### src/rtl/ram8_bist_if.sv
// Bus between the RAM8 BIST engine and its surroundings: test-controller
// handshake/results plus the RAM8 load/address/in/out port.
interface ram8_bist_if #(
    parameter int ADDR_W = 3
);
    logic              start;
    logic              mem_load;
    logic [ADDR_W-1:0] mem_address;
    logic [15:0]       mem_in;
    logic [15:0]       mem_out;
    logic              busy;
    logic              done;
    logic              pass;
    logic [ADDR_W-1:0] fail_addr;
    logic [3:0]        err_count;

    modport master (
        input  start,
        input  mem_out,
        output mem_load,
        output mem_address,
        output mem_in,
        output busy,
        output done,
        output pass,
        output fail_addr,
        output err_count
    );

    modport slave (
        output start,
        output mem_out,
        input  mem_load,
        input  mem_address,
        input  mem_in,
        input  busy,
        input  done,
        input  pass,
        input  fail_addr,
        input  err_count
    );
endinterface

### src/rtl/ram8_bist.sv
// Four-pass march BIST (write P, read P, write ~P, read ~P) for one RAM8.
// Optional RAM8_BIST_STOP_ON_FAIL_EN: end the run at the first mismatch.
//
// state | meaning
// IDLE  | after reset, waiting for start
// W0    | write pattern P(a)
// R0    | read, compare against P(a)
// W1    | write complement ~P(a)
// R1    | read, compare against ~P(a)
// DONE  | results held until start or reset
module ram8_bist #(
    parameter int          ADDR_W = 3,
    parameter logic [15:0] SEED   = 16'h5555
) (
    input  logic            clk,
    input  logic            reset,
    ram8_bist_if.master     bus
);
    typedef enum logic [2:0] {IDLE, W0, R0, W1, R1, DONE} state_t;

    localparam logic [ADDR_W-1:0] A_LAST = '1;

    state_t            state, state_nxt;
    logic [ADDR_W-1:0] a, a_nxt;
    logic              mism;
    logic              clear;
    logic [3:0]        err_nxt;

    function automatic logic [15:0] pat(input logic [ADDR_W-1:0] x);
        logic [15:0] wide;
        wide = 16'(x);
        return SEED ^ 16'(wide * 16'h1111);
    endfunction

    assign clear = ((state == IDLE) || (state == DONE)) && bus.start;

    always_comb begin
        state_nxt = state;
        a_nxt     = a;
        mism      = 1'b0;
        err_nxt   = bus.err_count;
        case (state)
            IDLE, DONE: begin
                if (bus.start) begin
                    state_nxt = W0;
                    a_nxt     = '0;
                end
            end
            W0: begin
                a_nxt = a + 1'b1;
                if (a == A_LAST) state_nxt = R0;
            end
            R0: begin
                mism  = (bus.mem_out != pat(a));
                a_nxt = a + 1'b1;
                if (a == A_LAST) state_nxt = W1;
            end
            W1: begin
                a_nxt = a + 1'b1;
                if (a == A_LAST) state_nxt = R1;
            end
            R1: begin
                mism  = (bus.mem_out != ~pat(a));
                a_nxt = a + 1'b1;
                if (a == A_LAST) state_nxt = DONE;
            end
            default: begin
                state_nxt = IDLE;
                a_nxt     = '0;
            end
        endcase
        if (mism && (bus.err_count != 4'hF)) err_nxt = bus.err_count + 4'd1;
`ifdef RAM8_BIST_STOP_ON_FAIL_EN
        if (mism) begin
            state_nxt = DONE;
            a_nxt     = '0;
        end
`endif
    end

    // Outputs are registered from the next-state values so the RAM sees the
    // W0/a=0 drive in the very cycle after start is sampled.
    always_ff @(posedge clk or posedge reset) begin
        if (reset) begin
            state           <= IDLE;
            a               <= '0;
            bus.mem_load    <= 1'b0;
            bus.mem_address <= '0;
            bus.mem_in      <= '0;
            bus.busy        <= 1'b0;
            bus.done        <= 1'b0;
            bus.pass        <= 1'b0;
            bus.fail_addr   <= '0;
            bus.err_count   <= '0;
        end else begin
            state           <= state_nxt;
            a               <= a_nxt;
            bus.mem_address <= a_nxt;
            bus.mem_load    <= (state_nxt == W0) || (state_nxt == W1);
            if (state_nxt == W0)
                bus.mem_in <= pat(a_nxt);
            else if (state_nxt == W1)
                bus.mem_in <= ~pat(a_nxt);
            bus.busy <= (state_nxt == W0) || (state_nxt == R0) ||
                        (state_nxt == W1) || (state_nxt == R1);
            bus.done <= (state_nxt == DONE);
            if (clear) begin
                bus.err_count <= '0;
                bus.fail_addr <= '0;
                bus.pass      <= 1'b0;
            end else begin
                bus.err_count <= err_nxt;
                if (mism && (bus.err_count == 4'd0)) bus.fail_addr <= a;
                bus.pass <= (state_nxt == DONE) && (err_nxt == 4'd0);
            end
        end
    end
endmodule

### src/flat_wrapper.sv
// flat-port wrapper written by rule: the top's interface ports become plain ports
module ram8_bist_flat 
#(
    parameter int          ADDR_W = 3,
    parameter logic [15:0] SEED   = 16'h5555
)
  (clk, reset, bus_start, bus_mem_out, bus_mem_load, bus_mem_address, bus_mem_in, bus_busy, bus_done, bus_pass, bus_fail_addr, bus_err_count);
  ram8_bist_if #(.ADDR_W(ADDR_W)) bus_i ();
  input  logic clk;
  input  logic reset;
  input wire logic [$bits(bus_i.start)-1:0] bus_start;
  input wire logic [$bits(bus_i.mem_out)-1:0] bus_mem_out;
  output wire logic [$bits(bus_i.mem_load)-1:0] bus_mem_load;
  output wire logic [$bits(bus_i.mem_address)-1:0] bus_mem_address;
  output wire logic [$bits(bus_i.mem_in)-1:0] bus_mem_in;
  output wire logic [$bits(bus_i.busy)-1:0] bus_busy;
  output wire logic [$bits(bus_i.done)-1:0] bus_done;
  output wire logic [$bits(bus_i.pass)-1:0] bus_pass;
  output wire logic [$bits(bus_i.fail_addr)-1:0] bus_fail_addr;
  output wire logic [$bits(bus_i.err_count)-1:0] bus_err_count;
  assign bus_i.start = bus_start;
  assign bus_i.mem_out = bus_mem_out;
  assign bus_mem_load = bus_i.mem_load;
  assign bus_mem_address = bus_i.mem_address;
  assign bus_mem_in = bus_i.mem_in;
  assign bus_busy = bus_i.busy;
  assign bus_done = bus_i.done;
  assign bus_pass = bus_i.pass;
  assign bus_fail_addr = bus_i.fail_addr;
  assign bus_err_count = bus_i.err_count;
  ram8_bist #(.ADDR_W(ADDR_W), .SEED(SEED)) u_core (.clk(clk), .reset(reset), .bus(bus_i));
endmodule
### config.mk
export PLATFORM = sky130hd
export DESIGN_NAME = ram8_bist_flat
export DESIGN_NICKNAME = d
export VERILOG_FILES = /design/src/rtl/ram8_bist_if.sv /design/src/rtl/ram8_bist.sv /design/src/flat_wrapper.sv
export SDC_FILE = /design/constraint.sdc
export NUM_CORES = 1
export LEC_CHECK = 0
export BUFFER_PORTS_ARGS = -buffer_cell sky130_fd_sc_hd__buf_4
export CORE_MARGIN = 2
export CORE_UTILIZATION = 43
export CTS_BUF_LIST = sky130_fd_sc_hd__clkbuf_4
export DETAILED_ROUTE_END_ITERATION = 8
export GPL_ROUTABILITY_DRIVEN = 0
export PLACE_DENSITY_LB_ADDON = 0.3
export SKIP_LAST_GASP = 1
export SYNTH_ARGS = -nofsm -noshare
export SYNTH_HDL_FRONTEND = slang
export SYNTH_SLANG_ARGS = --single-unit
### constraint.sdc
create_clock -name clk -period 3.2 [get_ports clk]
set_input_delay 0.48 -clock clk [delete_from_list [all_inputs] [get_ports clk]]
set_output_delay 0.48 -clock clk [all_outputs]
set_load 0.01 [all_outputs]
# Word level (Yosys, flattened, before mapping)
# Cells that the tools add are included.
# word_totals
word_cells	63
ff_bits	33
# classes
n_mux	16
n_reduce_logical	16
multipliers	2
n_eq_ne	14
bitwise_logic	4
n_addsub	2
# ops
op	count
3-bit by 13-bit multiplier with 16-bit output (second input constant)	2
16-bit 2-to-1 mux	2
16-bit inequality test	2
16-bit NOT	2
3-bit 2-to-1 mux	8
8-bit NOT	2
3-bit == test (second input constant)	5
3-bit one-hot mux with 5 select lines	1
3-bit by 2-bit == test with 1-bit output (second input constant)	4
4-bit logical NOT	2
4-bit 2-to-1 mux	2
3-bit by 1-bit == test with 1-bit output (second input constant)	2
3-bit one-hot mux with 2 select lines	1
1-bit logical OR	5
4-bit by 1-bit adder with 4-bit output (second input constant)	1
1-bit logical AND	4
4-bit inequality test (second input constant)	1
2-bit nonzero test	2
4-bit OR reduction	1
3-bit by 1-bit adder with 3-bit output (second input constant)	1
3-bit logical NOT	1
1-bit one-hot mux with 2 select lines	1
2-bit OR reduction	1
1-bit 2-to-1 mux	1

# Depth between registers and ports, before layout
# logic_depth
ltp_word	10
ltp_mapped	9
mapped_depth_nobuf	8

# Worst setup path after synthesis
# No wires, ideal clock.
# synth_timing
path_type	input to register
from	input port bus_mem_out[3]
to	register u_core.bus.fail_addr[0]
path_slack_ns	0.796
path_buffers	0
setup_ns	0.125
stages	6
arrival_ns	2.279
cell_sequence	or4_4 > nor4b_1 > nor3b_1 > o41a_4 > nand3_2 > mux2_2
# synth_between
elab_chain_len	4
elab_cells_between_ends	5
classes_between	eq/ne (2); mux (1); reduce/logical (2)
# synth_lines
item	line	source
start, declared	flat_wrapper.sv:12	input wire logic [$bits(bus_i.mem_out)-1:0] bus_mem_out;
16-bit inequality test (on tied branches)	ram8_bist.sv:63, ram8_bist.sv:54	
1-bit one-hot mux with 2 select lines (*)	ram8_bist.sv:42	case (state)
1-bit logical AND (*)	ram8_bist.sv:113	if (mism && (bus.err_count == 4'd0)) bus.fail_addr <= a;
2-bit nonzero test (no line) (*)	--	
end signal, assigned	ram8_bist.sv:93	bus.fail_addr <= '0;
end signal, assigned	ram8_bist.sv:109	bus.fail_addr <= '0;
end signal, assigned	ram8_bist.sv:113	
end, declared	ram8_bist_if.sv:26	output fail_addr,
# Every way passes the cells marked *; elsewhere a longest branch is shown, timed or not.
# A chain may end at the register's enable or synchronous reset.

# Worst setup path in the final report
# layout_timing
from	register u_core.state[0]
to	register u_core.bus.fail_addr[2]
# layout_between
elab_chain_len	4
elab_cells_between_ends	10
classes_between	eq/ne (3); mux (2); reduce/logical (5)
# layout_lines
item	line	source
start, declared	ram8_bist.sv:23	state_t state, state_nxt;
start signal, assigned	ram8_bist.sv:96	state <= state_nxt;
3-bit == test, or another cell as far along	ram8_bist.sv:42	
1-bit one-hot mux with 2 select lines / 1-bit logical OR (equally long branches)	ram8_bist.sv:42, ram8_bist.sv:35	
1-bit logical AND (on tied branches)	ram8_bist.sv:113, ram8_bist.sv:35	
2-bit nonzero test (no line) / 3-bit 2-to-1 mux (equally long branches)	--	
# Several ways; a longest one is shown, not always the timed one.

==> reports/metrics.yaml <==
hp-class: "primary input to async pin"
fin_skew_ns: 0.0147
outcome: "completed"
ys_types: 40
antenna_left: 0
grt_usage_pct: 16.4
dr_wl_met2_um: 1590
syn2layout_area_growth_pct: 24.0
syn_avg_cell_area_um2: 9.33
grt_pass1_vias: 1128
cellLeakagePower_nw: 0.839
synth_fp_nets: 177
drive_gt1_share_pct: 33.7
wirelength_met1_um: 1260
fin_crit_sh_pct: 74.9
layout.nets: 214
critical_path_class: "register to register"
required_ns: 3.38
dp_cells: 230
crit_path_end_kind: "register"
insertion_delay_ns: 0.30
ctsResizeCount: 0
io_buffers: 48
p_per_area_mw_per_mm2: 958
antenna_found_initial: 0
slew_viol_final: 0
fin_crit_ns: 2.40
seq_area_frac_synth_pct: 36.6
synth-main-ff-cell: "dfrtp_1"
post_synth_instance_area_mm2: 0.00144
viasPerCell: 5.26
cts_tree: "done"
die_area_mm2: 0.00382
synth.area.top_cells: "dfrtp_1 37%, buf_4 6.3%, ha_1 3.5%, o21ai_0 3.5%, mux2_2 3.1%"
drcViolationCount: 0
ys_async_sr_fraction_pct: 100
first_iter_violations: 39
cts_buffer_depth: 2
overflow: 0
fillCellCount: 293
path_clk_slew_ns: 0.12
clock-sinks: 21
pre_cts_ws_ns: 0.573
clock.fmax_mhz: 417
cts_buffers: 3
highest_layer: "met4"
synth_seq_cells: 21
wl_met3_um: 138
hpwl_um: 2420
tns_ns: 0
pin_count: 49
h-tree-depth: 1
firstDrtPassIters: 4
setup_violations: 0
synth.yosys.warnings: 0
grt_first_pass_wirelength_um: 4750
cap_violations: 0
yosysMostFrequentCell: "dfrtp_1"
finalHoldViolCount: 0
routed_wl_um: 3010
slowest_delay_ns: 0.56
worst_pin_slew_ns: 0.764
num_vias: 1230
yosys.area.top_type: "dfrtp_1"
crit_chain: "nor3b_4 > xnor2_1 > mux2i_1 > o41a_4 > nand3_2 > mux2_2"
coreArea_mm2: 0.00310
die_x_um: 61.8
antenna_cells: 0
rsz0062_at_grt: "false"
peakVddDrop_v: 0.000438
fin_ws_ns: 0.804
initial_core_util_pct: 46.3
post_cts_buffers: 0
grt_max_degree: 22
crit_path_start_kind: "register"
root_buffer: "clkbuf_4"
cp.arrival_ns: 2.58
chipHeight_um: 61.8
crit_buf_inv: 0
relSlewSlack_pct: 49.0
path_delay_family: "compound AO/OA/AOI/OAI gates"
holdWs_ns: 0.301
crit_path_top_delay_cell: "o41a_4"
synthCells: 154
critPathMaxFanout: 13
synth_edf_count: 0
wire_per_inst_um: 12.8
ctsHoldBuffers: 0
ys_top_cells_by_count: "21 x dfrtp_1, 12 x buf_4, 11 x nor2_1, 10 x o21ai_0"
layoutNonFillerInstCount: 234
finalPower_w: 0.00171
synthDominantCellAreaShare_pct: 36.6
fp-row-count: 20
[registers in the layout, indices dropped and copies added, names as in the netlist]
| signal | flops |
|---|---|
| u_core.bus.mem_load | 1 |
| u_core.bus.done | 1 |
| u_core.state | 3 |
| u_core.bus.err_count | 4 |
| u_core.bus.fail_addr | 3 |
| u_core.bus.pass | 1 |
| u_core.bus.busy | 1 |
| u_core.bus.mem_in | 4 |
| u_core.bus.mem_address | 3 |
[path summary, 6_finish.rpt]
| kind | endpoint | start | depth (start not counted) | slack, ns |
|---|---|---|---|---|
| setup / recovery | u_core.bus.fail_addr[2]$_DFFE_PP0P_ | u_core.state[0]$_DFF_PP0_ | 6 | 0.80 |
| hold / removal | u_core.bus.pass$_DFF_PP0_ | reset | 2 | 0.30 |
| setup reg to reg | u_core.bus.fail_addr[2]$_DFFE_PP0P_ | u_core.state[0]$_DFF_PP0_ | 6 | 0.80 |
| hold reg to reg | u_core.bus.mem_in[13]$_DFFE_PP0P_ | u_core.bus.mem_in[13]$_DFFE_PP0P_ | 2 | 0.58 |
| max in group asynchronous | u_core.state[2]$_DFF_PP0_ | reset | 2 | 2.41 |
| min in group clk | u_core.bus.mem_in[13]$_DFFE_PP0P_ | u_core.bus.mem_in[13]$_DFFE_PP0P_ | 2 | 0.58 |
[metrics by stage]
| step | utilization, % | area [µm²] |
|---|---|---|
| after CTS | 57.4 | 1780 |
| final | 57.4 | 1780 |
| after global placement | 56.4 | 1750 |
| after detailed placement | 56.4 | 1750 |
| after global routing | 57.4 | 1780 |
| after floorplan | - | 1440 |
[layout by cell type (no fill, tap or decap), types with 5 or more instances in the layout]
master	n
xor2_1	5
dfrtp_1	21
nand2b_1	5
o21ai_0	10
nor3_1	6
inv_1	8
a21oi_1	6
nor2_1	11
buf_4	50
nand2_1	8
nand3_1	5
[where the power goes]
| part | internal [W] | switching, W | leakage [nW] |
|---|---|---|---|
| clock | 0.0000570 | 0.0000753 | 0.0184 |
| sequential | 0.000384 | 0.000166 | 0.261 |
| combinational | 0.000529 | 0.000494 | 0.560 |
| total | 0.000970 | 0.000736 | 0.839 |
[cells by family after synthesis]
| group | Yosys count | synth area share, % |
|---|---|---|
| muxes | 8 | 5.92 |
| AOI/OAI and AO/OA | 28 | 14.2 |
| buffers and inverters | 26 | 10.2 |
| and+or+nand+nor | 58 | 24.1 |
| DFF | 21 | 36.6 |
| xor gates and xnor gates | 9 | 5.49 |
| adders and majority gates | 4 | 3.48 |
[per-layer routing]
| metal | GRT usage [%] | vias to the layer above |
|---|---|---|
| li1 | - | 611 |
| met1 | 21.0 | 588 |
| met2 | 28.7 | 28 |
| met3 | 3.31 | 3 |
| met4 | 3.65 | 0 |
| met5 | 0 | - |
[area by class of cell]
cell class / count / area (µm²) / share of cell area, %
clock buffer: 4 / 30.0 / 1.69
inverter: 8 / 30.0 / 1.69
multi-input combinational: 107 / 764 / 42.9
sequential: 21 / 526 / 29.5
tap: 44 / 55.1 / 3.09
timing repair buffer: 50 / 375 / 21.1
Power figures use the tool's default switching activity.
